`src/rtl/ifetch.sv`:
```
// ifetch - instruction fetch stage ahead of the decoder.
//
// Holds the fetch PC and requests 32-bit words from the icache at
// halfword-aligned addresses. It presents one instruction at a time to the
// decoder along with a bimodal branch prediction. It stalls on JALR until the
// target is resolved, and it redirects on a ROB flush.
//
// Ports:
//   clk_in, rst_in           clock, asynchronous active-high reset
//   rdy_in                   global pause; low freezes all state (BHT too)
//   icache_req/addr          fetch request and address (held until valid)
//   icache_valid/inst        icache response
//   to_decoder, pc, inst     presented instruction and its PC
//   predict                  predicted-taken bit from the BHT
//   next_pc, dec_accept      decoder successor PC and consume strobe
//   jalr_done/target         resolved JALR target
//   rob_clear/rob_clear_pc   misprediction flush and restart PC
//   bht_update/pc/taken      branch commit training port
//
// state     | meaning
// ----------+---------------------------------------------------------
// IDLE      | one dead cycle; request low so the icache aborts
// FETCH     | request outstanding at pc_reg
// ISSUE     | instruction held in inst_reg, offered to the decoder
// WAIT_JALR | JALR consumed, waiting for its target
module ifetch #(
  parameter logic [31:0] RESET_PC     = 32'h0,
  parameter int          BHT_ADDR_BIT = 6
) (
  input  logic        clk_in,
  input  logic        rst_in,
  input  logic        rdy_in,
  output logic        icache_req,
  output logic [31:0] icache_addr,
  input  logic        icache_valid,
  input  logic [31:0] icache_inst,
  output logic        to_decoder,
  output logic [31:0] pc,
  output logic [31:0] inst,
  output logic        predict,
  input  logic [31:0] next_pc,
  input  logic        dec_accept,
  input  logic        jalr_done,
  input  logic [31:0] jalr_target,
  input  logic        rob_clear,
  input  logic [31:0] rob_clear_pc,
  input  logic        bht_update,
  input  logic [31:0] bht_pc,
  input  logic        bht_taken
);

  localparam int BHT_SIZE = 1 << BHT_ADDR_BIT;

  typedef enum logic [1:0] {IDLE, FETCH, ISSUE, WAIT_JALR} state_t;

  state_t      state, state_nxt;
  logic [31:0] pc_reg, pc_nxt;
  logic [31:0] inst_reg, inst_nxt;
  logic [1:0]  bht [BHT_SIZE];

  logic [BHT_ADDR_BIT-1:0] rd_idx, wr_idx;
  logic                    is_jalr;

  assign rd_idx = pc_reg[BHT_ADDR_BIT:1];
  assign wr_idx = bht_pc[BHT_ADDR_BIT:1];

  // JALR, or compressed C.JR/C.JALR (bit 12 distinguishes those two; both stall).
  assign is_jalr = (inst_reg[1:0] == 2'b11 && inst_reg[6:0] == 7'b1100111) ||
                   (inst_reg[1:0] == 2'b10 && inst_reg[15:13] == 3'b100 &&
                    inst_reg[6:2] == 5'd0 && inst_reg[11:7] != 5'd0);

  always_comb begin
    state_nxt = state;
    pc_nxt    = pc_reg;
    inst_nxt  = inst_reg;
    if (rob_clear) begin
      pc_nxt    = rob_clear_pc;
      state_nxt = IDLE;
    end else begin
      case (state)
        IDLE:  state_nxt = FETCH;
        FETCH: begin
          if (icache_valid) begin
            inst_nxt  = icache_inst;
            state_nxt = ISSUE;
          end
        end
        ISSUE: begin
          if (dec_accept) begin
            if (is_jalr) begin
              state_nxt = WAIT_JALR;
            end else begin
              pc_nxt    = next_pc;
              state_nxt = FETCH;
            end
          end
        end
        WAIT_JALR: begin
          if (jalr_done) begin
            pc_nxt    = jalr_target;
            state_nxt = FETCH;
          end
        end
        default: state_nxt = IDLE;
      endcase
    end
  end

  always_ff @(posedge clk_in or posedge rst_in) begin
    if (rst_in) begin
      state    <= IDLE;
      pc_reg   <= RESET_PC;
      inst_reg <= 32'h0;
    end else if (rdy_in) begin
      state    <= state_nxt;
      pc_reg   <= pc_nxt;
      inst_reg <= inst_nxt;
    end
  end

  // Reads use the registered array, so a same-cycle update to the predicted
  // index only becomes visible on the following cycle.
  always_ff @(posedge clk_in or posedge rst_in) begin
    if (rst_in) begin
      for (int i = 0; i < BHT_SIZE; i++) bht[i] <= 2'b01;
    end else if (rdy_in && bht_update) begin
      if (bht_taken) begin
        if (bht[wr_idx] != 2'b11) bht[wr_idx] <= bht[wr_idx] + 2'b01;
      end else begin
        if (bht[wr_idx] != 2'b00) bht[wr_idx] <= bht[wr_idx] - 2'b01;
      end
    end
  end

  assign icache_req  = (state == FETCH);
  assign icache_addr = pc_reg;
  assign to_decoder  = (state == ISSUE) && !rob_clear;
  assign pc          = pc_reg;
  assign inst        = inst_reg;
  assign predict     = (state == ISSUE) && bht[rd_idx][1];

endmodule

```
`config.mk`:
```
export PLATFORM = sky130hd
export DESIGN_NAME = ifetch
export DESIGN_NICKNAME = d
export VERILOG_FILES = /design/src/rtl/ifetch.sv
export SDC_FILE = /design/constraint.sdc
export NUM_CORES = 1
export LEC_CHECK = 0
export ABC_AREA = 1
export CORE_ASPECT_RATIO = 0.9
export CORE_MARGIN = 2
export CORE_UTILIZATION = 46
export DETAILED_ROUTE_END_ITERATION = 12
export PLACE_DENSITY = 0.77
export RECOVER_POWER = 25
export SETUP_SLACK_MARGIN = 0.02
export SLEW_MARGIN = 40
export SYNTH_ARGS = -nofsm -noshare
export SYNTH_HDL_FRONTEND = slang
export SYNTH_SLANG_ARGS = --single-unit
export TNS_END_PERCENT = 50
```
`constraint.sdc`:
```
create_clock -name clk_in -period 6.3 [get_ports clk_in]
set_input_delay 1.575 -clock clk_in [delete_from_list [all_inputs] [get_ports clk_in]]
set_output_delay 1.575 -clock clk_in [all_outputs]
set_load 0.005 [all_outputs]
```
==> flow_summary.json <==
{
  "status": "complete, but fails checks",
  "violations": "capacitance limit, slew limit",
  "post-place-ws_ns": 1.42,
  "hold_class": "reg -> reg",
  "synth_top_area_share_pct": 28.8,
  "critPathSlowestCell": "dfrtp_2",
  "clock_latency_ns": 0.46,
  "drt_wl_total_um": 35600,
  "clk_transition_reported_paths_ns": 0.08,
  "grt_pass1_vias": 10800,
  "synth_area_leaders": "dfrtp_1, nand2_1, dfstp_2",
  "path_buf_inv": 2,
  "final_core_util_pct": 58.8,
  "ys_warn_count": 0,
  "dr.pass1.iters": 5,
  "syn_nets": 1731,
  "ir_worst_vdd_mv": 0.189,
  "cp-start-kind": "flop",
  "detail-route-antenna-nets": 0,
  "max_freq_ghz": 0.206,
  "required_ns": 4.72,
  "clockPowerShare_pct": 29.2,
  "place_congestion": 0.941,
  "maxSlewViolCount": 109,
  "fp-row-count": 54,
  "layout_commonest_cell": "nand2_1",
  "p_leak_nw": 6.38,
  "ioPinCount": 268,
  "vias": 11100,
  "cp_slowest_stage_delay_ns": 0.75,
  "synth_area_per_cell_um2": 7.26,
  "layout_common_cells": "nand2_1, clkdlybuf4s50_1, nand3_1, dfrtp_1, inv_1",
  "dp.cells": 2016,
  "hold_violations": 0,
  "root_buffer": "clkbuf_16",
  "ys_seq_elements": 194,
  "grt_setup_unrepaired": "false",
  "clockBufferDepth": 2,
  "synth_edf_count": 0,
  "critPathCaptureType": "output pin",
  "grt_max_degree": 109,
  "synth-main-ff-cell": "dfrtp_1",
  "swShare_pct": 33.1,
  "period_needed_ns": 4.85,
  "holdBufCountCts": 0,
  "grt_pass1_wl_um": 56800,
  "final_layout_size_suffix_gt1_share_pct": 9.99,
  "die_y_um": 153,
  "setup-violations-final": 0,
  "path_common_cell": "nand3_1",
  "syn_area_um2": 11300,
  "seqPwrFrac_pct": 42.3,
  "ys_seq_area_share_pct": 43.7,
  "postSynthCellCount": 1557,
  "skew_ns": 0.0197,
  "dieWidth_um": 169,
  "p_sw_mw": 1.27,
  "worst_ep_arrival_time_ns": 3.27,
  "worstPathCellList": "inv_1 > nand3_1 > nand3_1 > nand2_1 > nand2_1 > nand3_1 > nand3_1 > a21oi_1 > clkdlybuf4s50_1",
  "port_buffers": 241,
  "post-route-worst-setup-slack_ns": 1.45,
  "nNetsFinal": 1902,
  "ctsResizeCount": 0,
  "pwr-share-comb_pct": 28.5,
  "setup_tns_ns": 0,
  "worstSetupPathType": "reg -> out",
  "htree_levels": 4,
  "pwr_density_cell_nw_per_um2": 271,
  "cap_violations": 1,
  "syn_to_final_growth_pct": 25.8,
  "cpLargestDelayFamily": "buffers and inverters",
  "cts.sinks": 194,
  "cts_made_buffers": 17,
  "worst_pin_slew_ns": 2.68,
  "post_cts_buffers": 0,
  "antenna_found_initial": 0,
  "start_util_pct": 46.7,
  "viasPerCell": 5.39,
  "hold_ws_ns": 0.468,
  "core_area_um2": 24200,
  "n_antenna_cell": 0,
  "async_flop_share_pct": 100,
  "grtUsageTotal_pct": 27.5,
  "wl_per_cell_um": 17.4,
  "fin_crit_sh_pct": 76.9,
  "p_int_mw": 2.58,
  "synth.distinct_cells": 28,
  "drt-initial-drc-count": 1115,
  "die_area_um2": 25800,
  "dp_hpwl_um": 23100,
  "cts_tree": "built",
  "drc": 0,
  "fin_cells": 2049,
  "cp_max_fo": 20,
  "relSlewSlack_pct": -78.9,
  "overflow": 0,
  "synth_top_area_cell": "dfrtp_1"
}
power groups by stage:
stage | logic, mW | registers, mW | clock network, mW
floorplan | 0.527 | 1.61 | 0
global placement | 1.07 | 1.63 | 0
detailed placement | 1.09 | 1.65 | 0
CTS | 1.10 | 1.63 | 1.13
global route | 1.18 | 1.66 | 1.18
finish | 1.10 | 1.63 | 1.12
metrics by stage:
step                power [mW]  instance area [um2]
floorplan                 2.13                11300
global placement          2.70                13600
detailed placement        2.73                13600
CTS                       3.85                14200
global route              4.02                14200
finish                    3.85                14200
Yosys cell counts, types with 5 or more instances:
| master | instances |
|---|---|
| nor3_1 | 14 |
| o21ai_0 | 96 |
| mux2i_1 | 32 |
| buf_4 | 41 |
| ha_1 | 5 |
| dfstp_2 | 64 |
| buf_6 | 12 |
| nand3_1 | 152 |
| o21ai_1 | 14 |
| clkbuf_1 | 32 |
| dfrtp_1 | 130 |
| nor2_1 | 84 |
| a21oi_1 | 29 |
| nand3_2 | 14 |
| nand2_1 | 664 |
| inv_1 | 110 |
| buf_2 | 24 |
| mux2_2 | 29 |
final timing paths:
kind                                                 start              endpoint  slack, ns  depth (start not counted)
worst max-delay path            icache_addr[2]$_DFFE_PP0P_               predict       1.45                          9
worst min-delay path                                  flop                  flop       0.47                          2
worst max register to register                        flop   bht[25]$_DFFE_PP0P_       3.44                         21
worst min register to register                        flop                  flop       0.47                          2
max in group asynchronous                           rst_in   bht[93]$_DFFE_PP0P_       1.85                          3
min in group asynchronous                           rst_in  inst[24]$_DFFE_PP0P_       1.54                          2
metal layers:
layer	vias to the layer above	track usage, %	part of all wire (%)
met3	107	5.12	7.9
met4	0	11.7	4.0
li1	5233	-	-
met1	5210	36.2	41
met2	502	44.6	47
met5	-	0	0
area by class of cell:
cell class                      instances  area (um2)
Fill cell                            2130        9970
Multi-Input combinational cell       1140        5290
Sequential cell                       194        4940
Timing Repair Buffer                  262        2570
Inverter                              113         429
Clock buffer                           17         425
Tap cell                              308         385
Clock inverter                         15         184
cells by family (layout without fill, tap and decap cells):
kind of cell | count (synthesis) | in the layout | share of synthesized area, %
flip-flops | 194 | 194 | 43.7
multiplexers | 61 | 61 | 5.72
adder cells (fa/ha/maj) | 5 | 5 | 0.553
buffers and inverters | 223 | 407 | 9.95
AND/OR/NAND/NOR | 933 | 933 | 33.8
AO/OA/AOI/OAI | 140 | 140 | 6.24
XOR/XNOR | 1 | 1 | 0.0775
worst min-delay path, delay by kind of cell, from the launching register on:
kind	cells	cell delay (ns)
AND/OR/NAND/NOR	2	0.10
flip-flops	1	0.37
(Power assumes the default switching activity.)
